File: src/rtl/preg_free_list_pkg.sv
// ---------------------------------------------------------------------------
// preg_free_list_pkg
//   Constants shared by the rename/dispatch cluster (free list, busy_table,
//   rob): ROB state encodings and physical/architectural register sizing.
// ---------------------------------------------------------------------------
package preg_free_list_pkg;

   localparam int NUM_PREG   = 64;
   localparam int NUM_AREG   = 32;
   localparam int PREG_WIDTH = $clog2(NUM_PREG);

   typedef enum logic [1:0] {
      ROB_STATE_IDLE      = 2'd0,
      ROB_STATE_ROLLIBACK = 2'd1,
      ROB_STATE_WALK      = 2'd2
   } rob_state_e;

endpackage

File: src/rtl/preg_free_list.sv
// ---------------------------------------------------------------------------
// preg_free_list
//   Circular queue of unmapped physical registers for rename/dispatch.
//   Up to two prds handed out per cycle, up to two old prds returned per
//   cycle by commit, and speculative allocations undone during ROB walk by
//   stepping the head pointer back (entries are not rewritten).
//
// Ports
//   clock, reset                 rising-edge clock, async active-high reset
//   alloc_instr0/1_req   in      dispatch slots requesting a prd
//   alloc_ready          out     both slots can be served (IDLE, >=2 free)
//   alloc_instr0/1_prd   out     prds offered to slot 0 / slot 1
//   commit_free0/1_en    in      commit releases an old prd on port 0 / 1
//   commit_free0/1_prd   in      released prd
//   rob_state            in      ROB_STATE_IDLE / ROLLIBACK / WALK
//   walking_valid0/1     in      walked instrs owning a prd (head steps back)
//   walking_prd0/1       in      prds of the walked instrs (checked only)
//   free_count           out     registered number of free entries
//
// Handshake: a slot's allocation fires iff its req is high while
// alloc_ready is high in the same cycle; alloc_ready never looks at the
// reqs, and a req seen while not ready changes no state.
// ---------------------------------------------------------------------------
module preg_free_list
   import preg_free_list_pkg::*;
#(
   parameter int DEPTH     = NUM_PREG - NUM_AREG,
   parameter int CNT_WIDTH = $clog2(DEPTH) + 1
) (
   input  logic                  clock,
   input  logic                  reset,
   input  logic                  alloc_instr0_req,
   input  logic                  alloc_instr1_req,
   output logic                  alloc_ready,
   output logic [PREG_WIDTH-1:0] alloc_instr0_prd,
   output logic [PREG_WIDTH-1:0] alloc_instr1_prd,
   input  logic                  commit_free0_en,
   input  logic [PREG_WIDTH-1:0] commit_free0_prd,
   input  logic                  commit_free1_en,
   input  logic [PREG_WIDTH-1:0] commit_free1_prd,
   input  logic [1:0]            rob_state,
   input  logic                  walking_valid0,
   input  logic                  walking_valid1,
   input  logic [PREG_WIDTH-1:0] walking_prd0,
   input  logic [PREG_WIDTH-1:0] walking_prd1,
   output logic [CNT_WIDTH-1:0]  free_count
);

   localparam int PTR_W = $clog2(DEPTH);

   logic [PREG_WIDTH-1:0] r_entry [DEPTH];
   logic [PTR_W-1:0]      r_head;
   logic [PTR_W-1:0]      r_tail;
   logic [CNT_WIDTH-1:0]  r_count;

   logic             w_ready;
   logic             w_fire0;
   logic             w_fire1;
   logic             w_walk;
   logic [1:0]       w_n_alloc;
   logic [1:0]       w_n_free;
   logic [1:0]       w_n_walk;
   logic [PTR_W-1:0] w_tail1;
   logic [PTR_W-1:0] w_head_nxt;
   logic [PTR_W-1:0] w_tail_nxt;
   logic [CNT_WIDTH-1:0] w_count_nxt;
   logic [CNT_WIDTH:0]   w_count_sum;

   // Ready is purely a function of registered count and rob_state, so
   // dispatch can use it without a combinational loop through its reqs.
   assign w_ready = (rob_state == ROB_STATE_IDLE) && (r_count >= CNT_WIDTH'(2));
   assign w_fire0 = alloc_instr0_req && w_ready;
   assign w_fire1 = alloc_instr1_req && w_ready;
   assign w_walk  = (rob_state == ROB_STATE_WALK);

   assign w_n_alloc = {1'b0, w_fire0} + {1'b0, w_fire1};
   assign w_n_free  = {1'b0, commit_free0_en} + {1'b0, commit_free1_en};
   assign w_n_walk  = w_walk ? ({1'b0, walking_valid0} + {1'b0, walking_valid1}) : 2'd0;

   // Port 1 packs behind port 0 only when port 0 actually wrote.
   assign w_tail1 = r_tail + PTR_W'(commit_free0_en);

   // n_alloc is already zero outside IDLE, so alloc and walk never mix.
   assign w_head_nxt  = r_head + PTR_W'(w_n_alloc) - PTR_W'(w_n_walk);
   assign w_tail_nxt  = r_tail + PTR_W'(w_n_free);
   assign w_count_nxt = r_count - CNT_WIDTH'(w_n_alloc) + CNT_WIDTH'(w_n_free)
                        + CNT_WIDTH'(w_n_walk);
   // One extra bit so an overflow past DEPTH is visible to the check below.
   assign w_count_sum = {1'b0, r_count} - (CNT_WIDTH+1)'(w_n_alloc)
                        + (CNT_WIDTH+1)'(w_n_free) + (CNT_WIDTH+1)'(w_n_walk);

   always_ff @(posedge clock or posedge reset) begin
      if (reset) begin
         for (int i = 0; i < DEPTH; i++) begin
            r_entry[i] <= PREG_WIDTH'(NUM_AREG + i);
         end
         r_head  <= '0;
         r_tail  <= '0;
         r_count <= CNT_WIDTH'(DEPTH);
      end else begin
         if (commit_free0_en) r_entry[r_tail]  <= commit_free0_prd;
         if (commit_free1_en) r_entry[w_tail1] <= commit_free1_prd;
         r_head  <= w_head_nxt;
         r_tail  <= w_tail_nxt;
         r_count <= w_count_nxt;
      end
   end

   assign alloc_ready      = w_ready;
   assign alloc_instr0_prd = r_entry[r_head];
   // Slot 1 alone takes the head entry; with slot 0 it takes the next one.
   assign alloc_instr1_prd = r_entry[r_head + PTR_W'(alloc_instr0_req)];
   assign free_count       = r_count;

   a_walk_order: assert property (@(posedge clock) disable iff (reset)
      !(w_walk && walking_valid1 && !walking_valid0));

   a_walk_prd0: assert property (@(posedge clock) disable iff (reset)
      (w_walk && walking_valid0) |-> (r_entry[r_head - PTR_W'(1)] == walking_prd0));

   a_walk_prd1: assert property (@(posedge clock) disable iff (reset)
      (w_walk && walking_valid1) |-> (r_entry[r_head - PTR_W'(2)] == walking_prd1));

   a_no_overflow: assert property (@(posedge clock) disable iff (reset)
      w_count_sum <= (CNT_WIDTH+1)'(DEPTH));

endmodule

File: config.mk
export PLATFORM = sky130hd
export DESIGN_NAME = preg_free_list
export DESIGN_NICKNAME = d
export VERILOG_FILES = /design/src/rtl/preg_free_list_pkg.sv /design/src/rtl/preg_free_list.sv
export SDC_FILE = /design/constraint.sdc
export NUM_CORES = 1
export LEC_CHECK = 0
export CAP_MARGIN = 0
export CORE_ASPECT_RATIO = 1.4
export CORE_UTILIZATION = 29
export CTS_BUF_LIST = sky130_fd_sc_hd__clkbuf_8
export CTS_CLUSTER_SIZE = 12
export DETAILED_ROUTE_END_ITERATION = 10
export GPL_TIMING_DRIVEN = 0
export HOLD_SLACK_MARGIN = 0.06
export PLACE_DENSITY = 0.49
export SLEW_MARGIN = 25
export SYNTH_ARGS = -nofsm -noshare
export SYNTH_HDL_FRONTEND = slang
export SYNTH_SLANG_ARGS = --single-unit
File: constraint.sdc
create_clock -name clock -period 11.4 [get_ports clock]
set_input_delay 2.28 -clock clock [delete_from_list [all_inputs] [get_ports clock]]
set_output_delay 2.28 -clock clock [all_outputs]
set_load 0.02 [all_outputs]
* Word level (Yosys, flattened, before mapping)
Cells that the tools add are included.
** Cells by class
- Muxes and demuxes :: 15
- Bitwise gates (word level) :: 4
- Eq/ne operators :: 1
- $lt $le $gt $ge :: 7
- $add $sub $neg :: 11
- Reductions and logical operators :: 6
** Operators with widths (number)
- $bwmux 192 :: 2
- $mux 192 :: 2
- $bmux 6 s5 :: 2
- $demux 6 s5 :: 2
- $mux 6 :: 6
- $ge 6x6->1 const B :: 4
- $not 5->6 :: 4
- $add 6x2->6 :: 2
- $lt 6x1->1 const B :: 2
- $add 5x1->5 :: 2
- $add 5x2->5 :: 2
- $add 1x1->2 :: 3
- $ge 6x2->1 const B :: 1
- $sub 6x2->6 :: 1
- $logic_and 1x1->1 :: 5
- $sub 5x2->5 :: 1
- $eq 2x2->1 const B :: 1
- $logic_not 2->1 :: 1
- $mux 2 :: 1
** Storage, ports and cells
- Output and inout port bits :: 19
- Input port bits :: 34
- Register bits after elaboration :: 208
- Word-level logic and storage cells :: 79

* Logic depth before layout (Yosys ltp)
Gate-level depths: netlist (run 1).
- Depth in word-level cells :: 9
- Gate-level depth with buffers :: 19
- Depth with buffers taken out :: 19

* Worst setup path after synthesis (run 1)
Ideal clock, no wire load.
- Path kind :: in2out
- Start point :: in alloc_instr0_req
- End point :: out alloc_instr1_prd[0]
- Stages :: 9
- Path buffers :: 3
- Data arrival time :: 4.143 ns
- Required time :: 9.120 ns
- Setup slack :: 4.977 ns
- Cells stage by stage :: ha_1 > ha_1 > buf_2 > buf_2 > buf_2 > mux2i_1 > a22oi_1 > nand2_1 > o221ai_1
** Between the ends
- Longest elaborated chain between the ends :: 5
** Ends and longest elaborated chain
- start: declaration :: RTL line preg_free_list.sv:32 : input logic alloc_instr0_req,
- $add 5x1->5 :: RTL line preg_free_list.sv:112 : assign alloc_instr1_prd = r_entry[r_head + PTR_W'(alloc_instr0_req)];
- $not 5->6 (not written as such) :: RTL line preg_free_list.sv:112
- $bmux 6 s5 :: RTL line preg_free_list.sv:112
- $mux 6 (not written as such) (2 in a row) :: RTL line preg_free_list.sv:112
- end: declaration :: RTL line preg_free_list.sv:36 : output logic [PREG_WIDTH-1:0] alloc_instr1_prd,
Every way passes these cells. The select of a mux whose other input is x is not followed.

* Worst setup path in the final report (run 1)
- Start point :: in alloc_instr0_req
- End point :: out alloc_instr1_prd[3]
Same word-level chain as after synthesis.

==> impl_metrics.env, run 1 <==
export IMPL_clk_latency_ns=0.57
export IMPL_grtUsageMet3_pct=2.90
export IMPL_cap_violations=0
export IMPL_grt_start_max_net_pins=86
export IMPL_antenna_found_initial=1
export IMPL_ir_worst_vdd_v=0.0000991
export IMPL_timing_hold_violations_final=0
export IMPL_place_hpwl_um=41100
export IMPL_gp_congestion=0.950
export IMPL_holdCritPathClass="reg -> reg"
export IMPL_muxShareOfSynthArea_pct=46.1
export IMPL_routedWlPerCell_um=28.2
export IMPL_synth_ff_latch_count=208
export IMPL_cts_root_buf="clkbuf_8"
export IMPL_combPwrFrac_pct=58.2
export IMPL_fmax_ghz=0.123
export IMPL_p_total_uw=5700
export IMPL_postCtsSetupRepairBufs=0
export IMPL_grt_pass1_wl_um=78600
export IMPL_yosysUniqueCellTypes=44
export IMPL_seq_area_mm2=0.00535
export IMPL_post_cts_resized=0
export IMPL_rsz0062_at_grt="false"
export IMPL_syn_nets=1230
export IMPL_slowest_delay_ns=0.87
export IMPL_internal_power_uw=3300
export IMPL_drive_above_1_share_pct=51.1
export IMPL_setup_tns_ns=0
export IMPL_rows=96
export IMPL_syn_to_final_growth_pct=14.3
export IMPL_synth_top_area_share_pct=29.9
export IMPL_critPathTopFamily="buffers and inverters"
export IMPL_drv_slew=0
export IMPL_gr_max_usage_layer="met2"
export IMPL_grt_overflow_total=0
export IMPL_initial_core_util_pct=29.4
export IMPL_numCtsBuffers=38
export IMPL_cts_max_path_buffers=3
export IMPL_worst_slack_ns=3.28
export IMPL_setup_viol=0
export IMPL_sequentialPowerShare_pct=28.6
export IMPL_synth_cells=1164
export IMPL_min_period_ns=8.12
export IMPL_cp_end_kind="primary output"
export IMPL_drcViolationCount=0
export IMPL_synthSimpleGateAreaFrac_pct=5.73
export IMPL_multiInputGateArea_mm2=0.00865
export IMPL_dp_slack_ns=3.25
export IMPL_tightest_slew_ns=1.14
export IMPL_viasPerCell=5.46
export IMPL_stdcell_count=1915
export IMPL_arrival_ns=5.84
export IMPL_yosys_most_used_dff="dfstp_2"
export IMPL_startpoint_type="input port"
export IMPL_synth_xor_xnor_area_share_pct=1.03
export IMPL_yosysSeqAreaShare_pct=37.0
export IMPL_grt_usage_pct=21.7
export IMPL_cp_cell_sequence="clkdlybuf4s50_1, ha_1, ha_1, xnor2_1, nor2_1, buf_2, a22oi_1, nand4_1, nand4_1, clkdlybuf4s50_1"
export IMPL_cpMaxStageDelayCell="nor2_1"
export IMPL_switching_share_pct=42.2
export IMPL_synth_common_cells="384 x mux2_2, 113 x dfstp_2, 101 x mux2i_1"
export IMPL_dr_total_vias=10456
export IMPL_power_switching_uw=2410
export IMPL_clkPwrFrac_pct=13.3
export IMPL_avgSynthCellArea_um2=12.4
export IMPL_cts_htree_levels=2
export IMPL_power_per_cell_area_mw_per_mm2=345
export IMPL_skew_ns=0.0209
export IMPL_grt_use_met1_pct=25.0
export IMPL_postRouteAntennaNets=0
export IMPL_numPlacedInstances=1843
export IMPL_slew_headroom_pct=23.4
export IMPL_synthArstFlopShare_pct=100
export IMPL_clkSinkCount=208
export IMPL_status="complete, no violations"
export IMPL_die_area_mm2=0.0508
export IMPL_final_core_util_pct=33.7
export IMPL_io_pin_count=53
export IMPL_drt_pass1_iterations=7
export IMPL_portBuffers=40
export IMPL_fin_crit_sh_pct=71.3
export IMPL_synth_area_leaders="mux2_2 30%, dfstp_2 21%, dfrtp_1 16%"
export IMPL_yosysMostFrequentCell="mux2_2"
export IMPL_die_h_um=266
export IMPL_fillers=4893
export IMPL_wl_um=54000
export IMPL_die_w_um=191
export IMPL_power_leakage_uw=0.00671
export IMPL_cp_num_buf_inv=3
export IMPL_synth_adder_area_share_pct=3.13
export IMPL_yosys_warnings=0
export IMPL_cp_data_required_time_ns=9.12
export IMPL_first_iter_violations=754
export IMPL_worstSetupPathType="in -> out"
export IMPL_synth_area_leader_cell="mux2_2"
export IMPL_synth_top_family_by_area="multiplexers"
export IMPL_path_max_fanout=10
export IMPL_globalRouteMet2Util_pct=37.2
export IMPL_ctsHoldBuffers=0
export IMPL_synth_edf_count=0
export IMPL_finalNetCount=1313
export IMPL_grt_pass1_vias=10995
export IMPL_cts_tree="yes"
export IMPL_path_clk_slew_ns=0.06
export IMPL_synth_compound_area_share_pct=3.75
export IMPL_synth_area_mm2=0.0145
export IMPL_core_area_mm2=0.0491
## sequential cells by signal, summed over array words and instances, names as in the netlist
signal and flops:
r_tail 5, free_count 6, r_head 5, r_entry 192
## through the flow
stage	cell area [um^2]	hold WS [ns]
after floorplan	14500	0.561
after global placement	15700	0.574
after detailed placement	15700	0.573
after CTS	16500	0.597
after global routing	16500	0.633
final	16500	0.594
## worst register-to-register path: stages (launching register included)
cell	delay, ns
dfrtp_1	0.40
inv_1	0.09
ha_1	0.15
nand2_1	0.04
o21ai_0	0.13
inv_1	0.09
and2_1	0.16
ha_1	0.19
inv_1	0.13
fa_1	0.43
inv_1	0.08
fa_1	0.41
inv_1	0.07
ha_1	0.17
inv_1	0.07
fa_1	0.45
inv_1	0.07
a21o_1	0.11
a21oi_1	0.07
xnor2_1	0.14
## area by class of cell
class                   count  area share, %
multi-input cells         843           52.3
flip-flops and latches    208           32.3
well taps                 637           4.82
clock buffers              49           4.08
repair buffers             43           2.82
plain buffers              76           2.07
inverters                  37          0.885
clock inverters            21          0.674
diodes                      1         0.0151
## power by group through the flow
stage	Combinational, uW	Clock (uW)	Sequential [uW]
after floorplan	2340	0	1450
after global placement	3240	0	1610
after detailed placement	3290	0	1630
after CTS	3300	781	1620
after global routing	3530	809	1670
final	3320	756	1630
## kinds of logic (layout without fill, tap and decap cells)
logic type,count (synthesis),after routing
DFF,208,208
muxes,544,544
xor gates and xnor gates,17,17
other,0,1
adders and majority gates,32,32
buffers and inverters,113,226
AOI/OAI and AO/OA,70,70
and+or+nand+nor,180,180
## cell usage in the layout, fill, tap and decap left out, drive strengths merged, types with 10 or more instances in the layout
cell             n
nand4           10
nor2            56
nand2           59
a22oi           26
buf             32
mux2           384
mux2i          101
inv             50
ha              25
clkdlybuf4s50   40
mux4            59
xnor2           14
dfstp          113
nand3           30
a22o            10
clkbuf          96
dfrtp           95
## path summary, 6_finish.rpt
kind                            depth (start not counted)        startpoint  slack (ns)                   to
worst max-delay path                                   10  alloc_instr0_req        3.28  alloc_instr1_prd[3]
worst min-delay path                                    1     free_count[0]        0.59        free_count[0]
worst max register to register                         19     free_count[2]        7.88        free_count[5]
worst min register to register                          1     free_count[0]        0.59        free_count[0]
max in group asynchronous                               4             reset        8.03         r_entry[110]
min in group asynchronous                               2             reset        2.24          r_entry[54]
## per-layer routing
layer / vias up / wire (um)
met4: 0 / 3940
met1: 5448 / 20400
met5: - / 0
met2: 364 / 27100
li1: 4522 / -
met3: 122 / 2560
(Power assumes the default switching activity.)
==> run 2, diff against run 1 <==
Clock period 11.4 ns to 8.3 ns, I/O delays scaled along.
==> results of run 2 <==
The final DEF is identical to that of run 1. Status: complete, no violations.
Among the figures that moved: setup slack after placement 3.25 ns -> 1.39 ns; setup slack after layout 3.28 ns -> 1.42 ns; register-to-register setup slack 7.88 ns -> 4.78 ns; total power 5700 uW -> 7830 uW; worst IR drop on VDD 0.0000991 V -> 0.000136 V
==> run 3, diff against run 2 <==
Clock period 8.3 ns to 6.9 ns, I/O delays scaled along.
==> results of run 3 <==
The final DEF is identical to that of run 1. Status: complete, no violations.
Among the figures that moved: setup slack after placement 3.25 ns -> 0.549 ns; setup slack after layout 3.28 ns -> 0.576 ns; register-to-register setup slack 7.88 ns -> 3.38 ns; total power 5700 uW -> 9420 uW; worst IR drop on VDD 0.0000991 V -> 0.000164 V
